## src/rtl/irq_ctrl.sv

```systemverilog
// irq_ctrl: memory-mapped interrupt controller for up to N_SRC device lines.
//
// Registers (word address on add_i):
//   0 MASK  r/w  1 enables the source
//   1 MODE  r/w  0 level, 1 edge
//   2 PEND  r/w1c (edge-mode bits only; level-mode bits follow irq_src_i)
//   3 VECT  ro   lowest enabled pending index, 0xFFFFFFFF when none
//
// Ports:
//   clk_i      clock, rising edge
//   rst_i      asynchronous active-low reset
//   add_i      register word address
//   we_i       write enable
//   dat_i      write data
//   dat_o      registered read data (reflects this cycle's write)
//   irq_src_i  raw device irq lines, synchronous to clk_i
//   ack_i      exception-entry pulse, clears the current VECT source if edge mode
//   hwint_o    PEND & MASK
//   irq_o      OR of hwint_o
module irq_ctrl #(
  parameter int unsigned N_SRC = 6
) (
  input  logic             clk_i,
  input  logic             rst_i,
  input  logic [1:0]       add_i,
  input  logic             we_i,
  input  logic [31:0]      dat_i,
  output logic [31:0]      dat_o,
  input  logic [N_SRC-1:0] irq_src_i,
  input  logic             ack_i,
  output logic [N_SRC-1:0] hwint_o,
  output logic             irq_o
);

  typedef enum logic [1:0] {
    AddrMask = 2'd0,
    AddrMode = 2'd1,
    AddrPend = 2'd2,
    AddrVect = 2'd3
  } addr_e;

  logic [N_SRC-1:0] mask_q, mask_d;
  logic [N_SRC-1:0] mode_q, mode_d;
  logic [N_SRC-1:0] pend_q, pend_d;
  logic [N_SRC-1:0] src_q;
  logic [31:0]      dat_q, dat_d;

  logic [N_SRC-1:0] hwint;
  logic [N_SRC-1:0] lowest;
  logic [N_SRC-1:0] ack_clr;
  logic [N_SRC-1:0] w1c;
  logic [N_SRC-1:0] rise;

  // Lowest set index, zero-extended; all ones when nothing is set.
  function automatic logic [31:0] vect_of(input logic [N_SRC-1:0] h);
    logic [31:0] v;
    v = '1;
    for (int i = int'(N_SRC) - 1; i >= 0; i--) begin
      if (h[i]) v = 32'(i);
    end
    return v;
  endfunction

  always_comb begin
    hwint   = pend_q & mask_q;
    // Isolate the lowest set bit of hwint (two's-complement trick).
    lowest  = hwint & ((~hwint) + N_SRC'(1));
    // Ack only affects the selected source, and only if it is edge mode.
    ack_clr = ack_i ? (lowest & mode_q) : '0;
    w1c     = (we_i && (add_i == AddrPend)) ? dat_i[N_SRC-1:0] : '0;
    rise    = irq_src_i & ~src_q;

    // Level bits track the line; edge bits set on rise, with set beating clear.
    pend_d = (~mode_q & irq_src_i) | (mode_q & (rise | (pend_q & ~(w1c | ack_clr))));
    mask_d = (we_i && (add_i == AddrMask)) ? dat_i[N_SRC-1:0] : mask_q;
    mode_d = (we_i && (add_i == AddrMode)) ? dat_i[N_SRC-1:0] : mode_q;

    // Read data reflects register contents after this cycle's update.
    dat_d = '0;
    unique case (add_i)
      AddrMask: dat_d = 32'(mask_d);
      AddrMode: dat_d = 32'(mode_d);
      AddrPend: dat_d = 32'(pend_d);
      AddrVect: dat_d = vect_of(pend_d & mask_d);
      default:  dat_d = '0;
    endcase
  end

  always_ff @(posedge clk_i or negedge rst_i) begin
    if (!rst_i) begin
      mask_q <= '0;
      mode_q <= '0;
      pend_q <= '0;
      src_q  <= '0;
      dat_q  <= '0;
    end else begin
      mask_q <= mask_d;
      mode_q <= mode_d;
      pend_q <= pend_d;
      src_q  <= irq_src_i;
      dat_q  <= dat_d;
    end
  end

  assign dat_o   = dat_q;
  assign hwint_o = hwint;
  assign irq_o   = |hwint;

endmodule

```

## config.mk

```make
export PLATFORM = sky130hd
export DESIGN_NAME = irq_ctrl
export DESIGN_NICKNAME = d
export VERILOG_FILES = /design/src/rtl/irq_ctrl.sv
export SDC_FILE = /design/constraint.sdc
export NUM_CORES = 1
export LEC_CHECK = 0
export ABC_AREA = 0
export BUFFER_PORTS_ARGS = -buffer_cell sky130_fd_sc_hd__buf_2
export CAP_MARGIN = 0
export CELL_PAD_IN_SITES_DETAIL_PLACEMENT = 0
export CELL_PAD_IN_SITES_GLOBAL_PLACEMENT = 1
export CORE_MARGIN = 2
export CORE_UTILIZATION = 37
export CTS_BUF_LIST = sky130_fd_sc_hd__clkbuf_16
export DETAILED_ROUTE_END_ITERATION = 10
export GPL_TIMING_DRIVEN = 1
export PLACE_DENSITY = 0.86
export SYNTH_ARGS = -nofsm -noshare
export SYNTH_HDL_FRONTEND = slang
export SYNTH_SLANG_ARGS = --single-unit
```

## constraint.sdc

```tcl
create_clock -name clk_i -period 3.7 [get_ports clk_i]
set_input_delay 0.185 -clock clk_i [delete_from_list [all_inputs] [get_ports clk_i]]
set_output_delay 0.185 -clock clk_i [all_outputs]
set_load 0.02 [all_outputs]
```

# Yosys cells after proc, flatten, opt, wreduce, memory -nomap -nowiden
# Index checks and enable logic that the tools add are counted.
dict set report op_classes {
  add_sub_neg 1
  multipliers 0
  div 0
  order_cmp 0
  n_eq_ne 3
  shift 0
  mux 11
  n_bitwise 15
  n_reduce_logical 5
}
# cell n
set op_table {}
lappend op_table {{32-bit two-way mux} 6}
lappend op_table {{32-bit case mux with 4 select lines} 1}
lappend op_table {{6-bit AND} 8}
lappend op_table {{6-bit two-way mux} 4}
lappend op_table {{6-bit NOT} 4}
lappend op_table {{6-bit OR} 3}
lappend op_table {{6-bit by 1-bit adder with 6-bit output, second input constant} 1}
lappend op_table {{6-bit OR reduction} 1}
lappend op_table {{2-bit == test, second input constant} 2}
lappend op_table {{1-bit logical AND} 3}
lappend op_table {{2-bit by 1-bit == test with 1-bit output, second input constant} 1}
lappend op_table {{2-bit zero test} 1}
dict set report totals {
  register_bits 56
  latch_bits 0
  ramBits 0
  rom_bits 0
  out_inout_bits 39
  word_cells 40
  mem_count 0
}

# Depth between registers and ports, before layout
dict set report logic_depth {
  word_depth 20
  ltp_mapped 8
  depth_no_buf 7
}

# Least setup slack after synthesis
# No wires, ideal clock.
dict set report synth_timing {
  kind {reg-to-reg}
  start {register mask_q[1]}
  end {register dat_q[0] (netlist: dat_o[0])}
  setup_time_ps 126
  t_arrival_ps 1811
  required_time_ps 3574
  setup_slack_ps 1763
  path_stages_with_launch 8
  synth_period_minus_slack_ps 1937
  cell_sequence {dfrtp_1 a22oi_2 nand4_1 a41oi_2 inv_2 a211o_1 a22o_1 a221o_1}
}
# element line_no
set synth_lines {}
lappend synth_lines {{start, declared} 42} ;# logic [N_SRC-1:0] mask_q, mask_d;
lappend synth_lines {{start signal, assigned} 97} ;# mask_q <= mask_d;
lappend synth_lines {{6-bit AND} 65} ;# hwint = pend_q & mask_q;
lappend synth_lines {{6-bit NOT} 67} ;# lowest = hwint & ((~hwint) + N_SRC'(1));
lappend synth_lines {{6-bit by 1-bit adder with 6-bit output} 67}
lappend synth_lines {{6-bit AND} 67}
lappend synth_lines {{6-bit AND} 69} ;# ack_clr = ack_i ? (lowest & mode_q) : '0;
lappend synth_lines {{6-bit two-way mux} 69}
lappend synth_lines {{6-bit OR} 74} ;# pend_d = (~mode_q & irq_src_i) | (mode_q & (rise | (pend_q & ~(w1c | ack_clr))));
lappend synth_lines {{6-bit NOT} 74}
lappend synth_lines {{6-bit AND} 74}
lappend synth_lines {{6-bit OR} 74}
lappend synth_lines {{6-bit AND} 74}
lappend synth_lines {{6-bit OR} 74}
lappend synth_lines {{named net pend_d[3]} 44} ;# logic [N_SRC-1:0] pend_q, pend_d;
lappend synth_lines {{6-bit AND} 84} ;# AddrVect: dat_d = vect_of(pend_d & mask_d);
lappend synth_lines {{32-bit two-way mux (4 in series)} 59} ;# if (h[i]) v = 32'(i);
lappend synth_lines {{32-bit case mux with 4 select lines} 80} ;# unique case (add_i)
lappend synth_lines {{named net dat_d[0]} 46} ;# logic [31:0] dat_q, dat_d;
lappend synth_lines {{end signal, assigned} 101} ;# dat_q <= dat_d;
lappend synth_lines {{end, declared} 46}
# The timed path passes the listed nets, and every way through them passes these cells.

# Final worst setup path
# Same ends and word-level chain as after synthesis.

==> results.yml <==
floorplan:
  ioPinCount: 83
  die-height_microns: 73.0
  num_rows: 25
  core_region_area_sq_um: 4660
  initial_utilization_pct: 37.8
  dieWidth_microns: 73.0
  die_area_sq_um: 5330
synthesis:
  yosysWarnings: 0
  synth_ff_type: "dfrtp_1"
  syn-instance-count: 169
  synth_top_area_share_pct: 44.1
  avgSynthCellArea_sq_um: 10.4
  synth_top_area_cell: "dfrtp_1"
  synth_edf_count: 0
  synthTopCellsByArea: "dfrtp_1 (44%), buf_4 (12%), mux2_2 (5.1%)"
  synth-seq-cells: 31
  syn_area_sq_um: 1760
  synthArstFlopShare_pct: 100
  synth_cell_types: 47
  syn_nets: 213
  synth-seq-area-share_pct: 44.1
timing:
  grt_setup_unrepaired: "no"
  setup_ws_ps: 1510
  max-slew-margin-rel_pct: 53.9
  hold_viol: 0
  fmaxAchievable_mhz: 457
  holdWs_ps: 26.6
  setup_viol: 0
  final.setup.tns_ps: 0
  period_share_pct: 59.2
  finalClockSkew_ps: 2.93
  slew_viol_final: 0
  period_needed_ps: 2190
  worstMarginPinSlew_ps: 691
global_route:
  antenna_found_initial: 0
  grt_util_all_layers_pct: 15.3
  grt.met2_usage_pct: 23.8
  top_usage_layer: "met2"
  grt_use_met3_pct: 4.97
  gr-usage-met1_pct: 20.1
  grt_pass1_wl_mm: 6.03
  grt_pass1_vias: 1209
  grt_max_degree: 32
  grt_overflow: 0
critical_path:
  r2r-end: "dat_o[0]"
  crit_fanout: 5
  cp_slowest_stage_delay_ps: 410
  reg2reg_depth: 7
  critPathCaptureType: "flip-flop"
  critPathArrivalTime_ps: 2340
  critPathSlowestCell: "dfrtp_1"
  required_ps: 3850
  start_kind: "flip-flop"
  worst-path-stages: 7
  r2r_start: "mask_q[1]"
  path_cells: "a22oi_2, nand4_1, a41oi_2, inv_2, a211o_1, a22o_1, a221o_1"
  cp_top_family: "compound AO/OA/AOI/OAI gates"
  criticalPathCategory: "reg -> reg"
  cp_num_buf_inv: 1
  ff2ff_setup_slack_ps: 1510
min_path:
  hold_path_depth: 1
  hold_class: "in -> reg"
  hold_end: "src_q[0]"
  hp-start: "irq_src_i[0]"
power:
  power_density_nw_per_um2: 556
  peakVddDrop_mv: 0.281
  leakage_uw: 0.00102
clock_tree:
  cts_buffers: 5
  h-tree-depth: 2
  cts_setup_buffers: 0
  cts_tree: "done"
  root_buffer: "clkbuf_16"
  cts.sinks: 31
  cts_buffer_depth: 2
  path_clk_slew_ps: 50
  clkLatencyLatePin_ps: 280
  post_cts_resized: 0
cells_and_area:
  final_cell_mix: "buf_2 (56), dfrtp_1 (31), nand2_1 (16)"
  fillerInstances: 453
  num_antenna_cells: 0
  drive_gt1_share_pct: 39.7
  final_util_pct: 43.2
  syn_to_final_growth_pct: 14.4
  final_common_cell: "buf_2"
  nets: 247
route:
  first_pass_iters: 4
  drc: 0
  drt_iter0_drc: 119
  postRouteAntennaNets: 0
  routed_wl_mm: 3.82
  viasPerCell: 5.12
  vias: 1321
  wl_per_cell_microns: 14.8
outcome:
  outcome: "finished, final reports clean"
flow_run:
  drv_cap: 0
place:
  io_buffers: 56
  place_congestion: 0.789
  place_hpwl_mm: 2.78
  dp_slack_ps: 1430
==> per-stage QoR <==
step	area [sq um]	total power [uW]	cells
after CTS	2010	1130	258
after detailed placement	1870	749	249
final	2010	1120	258
after floorplan	1760	678	169
after global placement	1870	746	249
after global routing	2010	1190	258
==> timing repair <==
| item | 4_1_cts | 5_1_grt |
|---|---|---|
| hold buffers | 1 | 0 |
| hold endpoints to repair | 31 | 0 |
| endpoints found under the setup margin | 0 | 0 |
==> registers in the layout, indices dropped and copies added (netlist names) <==
register	cells
src_q	6
mode_q	6
dat_o	7
pend_q	6
mask_q	6
==> report_power, final <==
group          internal [uW]  leakage, uW  switching [uW]
clock                    241    0.0000701             134
sequential               393     0.000366            43.8
combinational            118     0.000580             190
total                    752      0.00102             368
==> Yosys cell counts (3+ instances only) <==
library cell,instances
a21oi_1,3
mux2i_1,7
mux2_2,8
dfrtp_1,31
nand2_1,16
and2_1,5
inv_1,9
buf_4,27
a22oi_1,3
a21boi_0,7
nor2_1,7
o21ai_0,6
nand4_1,3
==> kinds of logic (layout without fill, tap and decap cells) <==
family,Yosys count,in the layout,share of synthesized area [%]
AOI/OAI and AO/OA,39,39,17.1
muxes,16,16,9.74
buffers and inverters,40,75,15.8
DFF,31,31,44.1
and+or+nand+nor,43,43,13.3
==> worst max-delay path by stage <==
stage | startpoint | end | slack, ps
global placement | we_i | dat_o[4] | 1420
finish | mask_q[1] | dat_o[0] | 1510
detailed placement | we_i | dat_o[0] | 1430
global route | mask_q[1] | dat_o[0] | 1390
CTS | mask_q[1] | dat_o[0] | 1510
floorplan | mask_q[1] | dat_o[0] | 1760
==> layout make-up <==
class | instances | area, sq um | share of cell area, %
clock buffers | 5 | 125 | 6.22
clock inverters | 3 | 11.3 | 0.559
inverters | 10 | 37.5 | 1.86
multi-input cells | 98 | 706 | 35.1
flip-flops and latches | 31 | 776 | 38.5
well taps | 54 | 67.6 | 3.36
repair buffers | 57 | 290 | 14.4
==> per-layer routing <==
metal | part of all wire [%] | vias to the layer above | routed length (microns)
met4 | 1.0 | 0 | 40
li1 | - | 643 | -
met2 | 48 | 46 | 1840
met3 | 6.2 | 4 | 237
met1 | 45 | 628 | 1700
met5 | 0 | - | 0
Power figures use the tool's default switching activity.
